$ cat src/rtl/loader_pkg.sv
// Shared types and constants for the instruction-memory boot loader.
// The CHK state is always declared; it is only reachable with IMEM_LOADER_CHECKSUM_EN.
package loader_pkg;

    typedef enum logic [2:0] {
        IDLE,
        LEN0,
        LEN1,
        DATA,
        CHK,
        FLUSH,
        DONE,
        ERROR
    } loader_state_t;

    localparam int LEN_W          = 16;
    localparam int BYTES_PER_WORD = 4;

    // States in which a stream byte may be accepted
    function automatic logic rx_open(input loader_state_t s);
        return (s == LEN0) || (s == LEN1) || (s == DATA) || (s == CHK);
    endfunction

    function automatic logic is_busy(input loader_state_t s);
        return (s == LEN0) || (s == LEN1) || (s == DATA) || (s == CHK) || (s == FLUSH);
    endfunction

endpackage

$ cat src/rtl/imem_loader_byte_packer.sv
// Little-endian byte-to-word packer: the first byte of a word lands in bits [7:0].
// o_word_valid pulses for one cycle after the last byte of each word.
module byte_packer
    import loader_pkg::*;
(
    input  logic        clk,
    input  logic        reset,
    input  logic        i_clear,
    input  logic        i_valid,
    input  logic [7:0]  i_data,
    output logic [1:0]  o_idx,
    output logic        o_word_valid,
    output logic [31:0] o_word
);

    localparam logic [1:0] IDX_LAST = 2'(BYTES_PER_WORD - 1);

    logic [23:0] r_shift;
    logic [1:0]  r_idx;
    logic [31:0] r_word;
    logic        r_word_valid;

    always_ff @(posedge clk) begin
        if (reset) begin
            r_shift      <= '0;
            r_idx        <= '0;
            r_word       <= '0;
            r_word_valid <= 1'b0;
        end else begin
            r_word_valid <= 1'b0;
            if (i_clear) begin
                r_idx <= '0;
            end else if (i_valid) begin
                r_shift <= {i_data, r_shift[23:8]};
                r_idx   <= r_idx + 2'd1;
                if (r_idx == IDX_LAST) begin
                    r_word       <= {i_data, r_shift};
                    r_word_valid <= 1'b1;
                end
            end
        end
    end

    assign o_idx        = r_idx;
    assign o_word_valid = r_word_valid;
    assign o_word       = r_word;

endmodule

$ cat src/rtl/imem_loader.sv
// Boot loader: receives a length-prefixed byte image, writes it into imem and holds
// the CPU in reset until complete. Define IMEM_LOADER_CHECKSUM_EN for a trailing XOR byte.
module imem_loader
    import loader_pkg::*;
#(
    parameter int IMEM_DEPTH = 64,
    parameter int ADDR_W     = $clog2(IMEM_DEPTH)
) (
    input  logic              clk,
    input  logic              reset,
    input  logic              start,
    input  logic [7:0]        rx_data,
    input  logic              rx_valid,
    output logic              rx_ready,
    output logic              imem_we,
    output logic [ADDR_W-1:0] imem_addr,
    output logic [31:0]       imem_wd,
    output logic              cpu_reset,
    output logic              busy,
    output logic              done,
    output logic              error
);

    localparam logic [LEN_W-1:0]  DEPTH_L  = LEN_W'(IMEM_DEPTH);
    localparam logic [ADDR_W-1:0] ADDR_MAX = ADDR_W'(IMEM_DEPTH - 1);
    localparam logic [1:0]        IDX_LAST = 2'(BYTES_PER_WORD - 1);
`ifdef IMEM_LOADER_CHECKSUM_EN
    localparam loader_state_t     TAIL_STATE = CHK;
`else
    localparam loader_state_t     TAIL_STATE = FLUSH;
`endif

    loader_state_t     r_state;
    loader_state_t     w_state_next;
    logic [LEN_W-1:0]  r_len;
    logic [LEN_W-1:0]  r_word_cnt;
    logic [ADDR_W-1:0] r_addr;
    logic              r_rx_ready;
    logic              r_busy;
    logic              r_done;
    logic              r_error;
    logic              r_cpu_reset;

    logic              w_accept;
    logic              w_data_accept;
    logic              w_start_ok;
    logic [LEN_W-1:0]  w_len_full;
    logic              w_last_word;
    logic              w_word_end;
    logic [1:0]        w_pack_idx;
    logic              w_word_valid;
    logic [31:0]       w_word;

    assign w_accept      = rx_valid && r_rx_ready;
    assign w_data_accept = w_accept && (r_state == DATA);
    assign w_start_ok    = start && ((r_state == IDLE) || (r_state == DONE) || (r_state == ERROR));
    assign w_len_full    = {rx_data, r_len[7:0]};
    assign w_last_word   = (r_word_cnt == (r_len - LEN_W'(1)));
    assign w_word_end    = w_data_accept && (w_pack_idx == IDX_LAST);

    byte_packer u_packer (
        .clk          (clk),
        .reset        (reset),
        .i_clear      (w_start_ok),
        .i_valid      (w_data_accept),
        .i_data       (rx_data),
        .o_idx        (w_pack_idx),
        .o_word_valid (w_word_valid),
        .o_word       (w_word)
    );

`ifdef IMEM_LOADER_CHECKSUM_EN
    logic [7:0] r_csum;

    always_ff @(posedge clk) begin
        if (reset) begin
            r_csum <= '0;
        end else if (w_start_ok) begin
            r_csum <= '0;
        end else if (w_data_accept) begin
            r_csum <= r_csum ^ rx_data;
        end
    end
`endif

    always_comb begin
        w_state_next = r_state;
        case (r_state)
            IDLE, DONE, ERROR: begin
                if (start) w_state_next = LEN0;
            end
            LEN0: begin
                if (w_accept) w_state_next = LEN1;
            end
            LEN1: begin
                if (w_accept) begin
                    if (w_len_full > DEPTH_L)      w_state_next = ERROR;
                    else if (w_len_full == '0)     w_state_next = TAIL_STATE;
                    else                           w_state_next = DATA;
                end
            end
            DATA: begin
                if (w_word_end && w_last_word) w_state_next = TAIL_STATE;
            end
`ifdef IMEM_LOADER_CHECKSUM_EN
            CHK: begin
                if (w_accept) w_state_next = (rx_data == r_csum) ? DONE : ERROR;
            end
`endif
            FLUSH:   w_state_next = DONE;
            default: w_state_next = IDLE;
        endcase
    end

    // Status outputs are registered decodes of the next state so they align with r_state
    always_ff @(posedge clk) begin
        if (reset) begin
            r_state     <= IDLE;
            r_rx_ready  <= 1'b0;
            r_busy      <= 1'b0;
            r_done      <= 1'b0;
            r_error     <= 1'b0;
            r_cpu_reset <= 1'b1;
        end else begin
            r_state     <= w_state_next;
            r_rx_ready  <= rx_open(w_state_next);
            r_busy      <= is_busy(w_state_next);
            r_done      <= (w_state_next == DONE);
            r_error     <= (w_state_next == ERROR);
            r_cpu_reset <= (w_state_next != DONE);
        end
    end

    always_ff @(posedge clk) begin
        if (reset) begin
            r_len      <= '0;
            r_word_cnt <= '0;
            r_addr     <= '0;
        end else if (w_start_ok) begin
            r_len      <= '0;
            r_word_cnt <= '0;
            r_addr     <= '0;
        end else begin
            if (w_accept && (r_state == LEN0)) r_len[7:0] <= rx_data;
            if (w_accept && (r_state == LEN1)) r_len      <= w_len_full;
            if (w_word_end)                     r_word_cnt <= r_word_cnt + LEN_W'(1);
            // Address parks on the last word so it only returns to 0 on a fresh start
            if (w_word_valid && (r_addr != ADDR_MAX)) r_addr <= r_addr + ADDR_W'(1);
        end
    end

    assign rx_ready  = r_rx_ready;
    assign imem_we   = w_word_valid;
    assign imem_addr = r_addr;
    assign imem_wd   = w_word;
    assign cpu_reset = r_cpu_reset;
    assign busy      = r_busy;
    assign done      = r_done;
    assign error     = r_error;

endmodule

$ cat config.mk
export PLATFORM = sky130hd
export DESIGN_NAME = imem_loader
export DESIGN_NICKNAME = d
export VERILOG_FILES = /design/src/rtl/loader_pkg.sv /design/src/rtl/imem_loader_byte_packer.sv /design/src/rtl/imem_loader.sv
export SDC_FILE = /design/constraint.sdc
export NUM_CORES = 1
export LEC_CHECK = 0
export CORE_ASPECT_RATIO = 1.5
export CORE_UTILIZATION = 55
export CTS_CLUSTER_DIAMETER = 80
export DETAILED_ROUTE_END_ITERATION = 10
export PLACE_DENSITY = 0.79
export SYNTH_ARGS = -nofsm -noshare
export SYNTH_HDL_FRONTEND = slang
export SYNTH_HIERARCHICAL = 1
export SYNTH_SLANG_ARGS = --single-unit
$ cat constraint.sdc
create_clock -name clk -period 3.5 [get_ports clk]
set_input_delay 0.875 -clock clk [delete_from_list [all_inputs] [get_ports clk]]
set_output_delay 0.875 -clock clk [all_outputs]
set_load 0.01 [all_outputs]
==> results.md <==
* Run status: finished clean
* Crit-path most repeated cell: or4_4
* Worst R2R Path Depth at 7
* Antenna cells at 0
* Synth warnings at 6
* Clk_lat worst skew at around 340 ps
* Routed Wire Length at about 11000 µm
* RSZ-0062 raised after global routing: false
* Post_cts resized at 0
* Row Count at between 40 and 50
* Cts hold-fix bufs at 0
* Postcts setup bufs at 0
* Core ar. at roughly 8400 µm²
* Avg Inst Size Synth at roughly 8.5 µm²
* Slowest cell delay on critical path at 590 ps
* First-pass detailed-route iteration total at 5
* R2R Path Start: r_len[8]
* I/O Buffers at 55
* Vias at ~4000
* Remaining DRCs at 0
* Antenna-violating nets left at 0
* WP data required at between 3000 and 4000 ps
* Fill cells at 710
* Final period utilization at 0.849
* Setup TNS at 0 ps
* Top FF cell, synth: dfxtp_1
* Synth-to-Final Area Change at 18.1%
* HP Start: u_packer/o_word[16]
* Final GP Congestion at 1.01
* Gate Count Post-Synth at approximately 560
* Clk sink count at 105
* Number of synthesized flops with an enable pin at 0
* Clock Path Buffers at 2
* Hold endpoint: u_packer/o_word[16]
* Slew headroom at 0.523
* Dpl hpwl at roughly 8000 µm
* Ports at 56
* Cell Pwr Density at 426 nW/µm²
* Antenna violations before repair at 0
* R2r endpoint: cpu_reset
* Crit path max fanout at 9
* Hold WC Path Type: flip-flop to flip-flop
* Synth top area cells: dfxtp_1 44%, nand2_1 10%, a21oi_1 5.0%
* Share of cells above drive strength 1 at 0.109
* Crit end category: flip-flop
* H-tree depth at 3
* Most frequent cell after synthesis: nand2_1
* Hold Path Depth at 2
* Synthesized net count at 577
* Leak at approximately 1.9 nW
* Die area at 9040 µm²
* Post-synth top area share at 0.442
* Pwr Total at 2.39 mW
* Synth cell types at between 60 and 70
* Min Tclk post-route at approximately 3000 ps
* Global route total overflow at 0
* CTS Buf Count at 9
* Reg2Reg Setup Slack at around 530 ps
* Final slew viol count at 0
* Signal arrival time at the worst endpoint at 3210 ps
* Async set-reset flop share out of synthesis at 0
* Largest net degree at the start of global routing at between 50 and 60
* Number of synthesized register bits at between 100 and 150
* DIE WIDTH at 78.0 µm
* Crit path cell chain: or4_4 > or3_4 > or4_4 > a211oi_2 > nand4_1 > or2_4 > a211o_1
* Routed wire per std cell at between 15 and 20 µm
* Hold Fails Final Rpt at 0
* Max_cap viols at 0
* Die height at around 120 µm
* Synth Cell Area at 4760 µm²
* Gr usage total at 0.251
* Worst setup path class: flip-flop to flip-flop
* Max Freq at about 340 MHz
* Startpoint Class: flip-flop
* Final setup viols at 0
* Register area share after synthesis at 0.442
* First DRT Iteration DRCs at ~260
* Vias in the first global route at about 3700
* Clock skew at 6.87 ps
* First-pass GRT wire length at about 18000 µm
* Initial cell density of the core at 0.566
* CP max stage cell: or4_4
* Final net count at about 620
* Maximum vdd drop at between 0.3 and 0.4 mV
* Synth area leader: dfxtp_1
* Post-DR vias/cell at 5.58
* Synth cell count leaders: 127 x nand2_1, 105 x dfxtp_1, 48 x a21oi_1
* Slew @ Worst Pin at between 700 and 800 ps
* Worst-path clk slew at 70 ps
* CTS tree: built
* CTS root buf: clkbuf_16
==> critical path, delay by kind of cell, from the launching register on <==
| family | cells | cell delay (ps) |
|---|---|---|
| and+or+nand+nor | 5 | 1890 |
| DFF | 1 | 410 |
| AOI/OAI and AO/OA | 2 | 550 |
==> cell usage in the layout (no fill, tap or decap), types with 3 or more instances in the layout <==
cell               n
nor2b_1            5
o21ai_0            9
nor3_1            11
inv_1              6
clkbuf_16          9
and3b_1            3
or2_2              3
ha_1               4
nor4_1             9
nand2b_1           5
o31ai_1            4
nand3_1            9
nand2_1          127
a21oi_1           48
xnor2_1           17
buf_4             14
dfxtp_1          105
a21oi_2           16
or4_4              4
or3_1              4
nand4_1           10
nor2_1            42
xor2_1            17
clkdlybuf4s50_1   54
mux2i_1           19
==> state kept, by name, summed over array words and instances, names as in the netlist <==
| register | count |
|---|---|
| u_packer/o_word_valid | 1 |
| busy | 1 |
| u_packer/r_shift | 24 |
| done | 1 |
| r_word_cnt | 16 |
| imem_addr | 6 |
| u_packer/o_word | 32 |
| cpu_reset | 1 |
| error | 1 |
| u_packer/o_idx | 2 |
| r_len | 16 |
| rx_ready | 1 |
| r_state | 3 |
==> routing by layer <==
metal	track usage	routed length, µm
met1	0.278	4340
met2	0.454	5830
met3	0.0283	243
met4	0.163	446
met5	0	0
==> how the worst max path moves through the flow <==
stage	start	end	slack [ps]	depth (start not counted)
after floorplan	rx_data[1]	rx_ready	750	6
after global placement	rx_data[1]	rx_ready	290	7
after detailed placement	rx_data[2]	rx_ready	290	7
after CTS	r_len[8]	cpu_reset	540	7
after global routing	r_len[8]	cpu_reset	450	7
final	r_len[8]	cpu_reset	530	7
==> cell type report <==
cell class,count,area (µm²),share of cell area
clock buffer,10,239,0.0425
multi-input combinational,410,2400,0.427
clock inverter,6,72.6,0.0129
tap,107,134,0.0238
inverter,6,22.5,0.00401
sequential,105,2100,0.374
timing repair buffer,69,651,0.116
==> metrics by stage <==
stage / hold slack, ps / util / std cells / setup slack [ps] / cell area [µm²]
after global placement: 437 / 0.631 / 697 / 294 / 5310
after global routing: 465 / 0.668 / 713 / 448 / 5620
after CTS: 458 / 0.668 / 713 / 540 / 5620
after detailed placement: 448 / 0.631 / 697 / 292 / 5310
after floorplan: 432 / - / 561 / 746 / 4760
final: 455 / 0.668 / 713 / 529 / 5620
==> cell families after synthesis <==
kind of cell	after synthesis	synth area share
buf+inv	46	0.0549
simple gates	254	0.254
fa+ha+maj	4	0.0105
mux	19	0.0400
compound gates	99	0.136
flops	105	0.442
xor+xnor	34	0.0626
==> power breakdown <==
part	switching (mW)	total, mW	leakage, nW	internal [mW]
combinational	0.0809	0.137	0.883	0.0565
sequential	0.0103	1.21	0.846	1.20
clock	0.460	1.04	0.155	0.585
(Power assumes the default switching activity.)
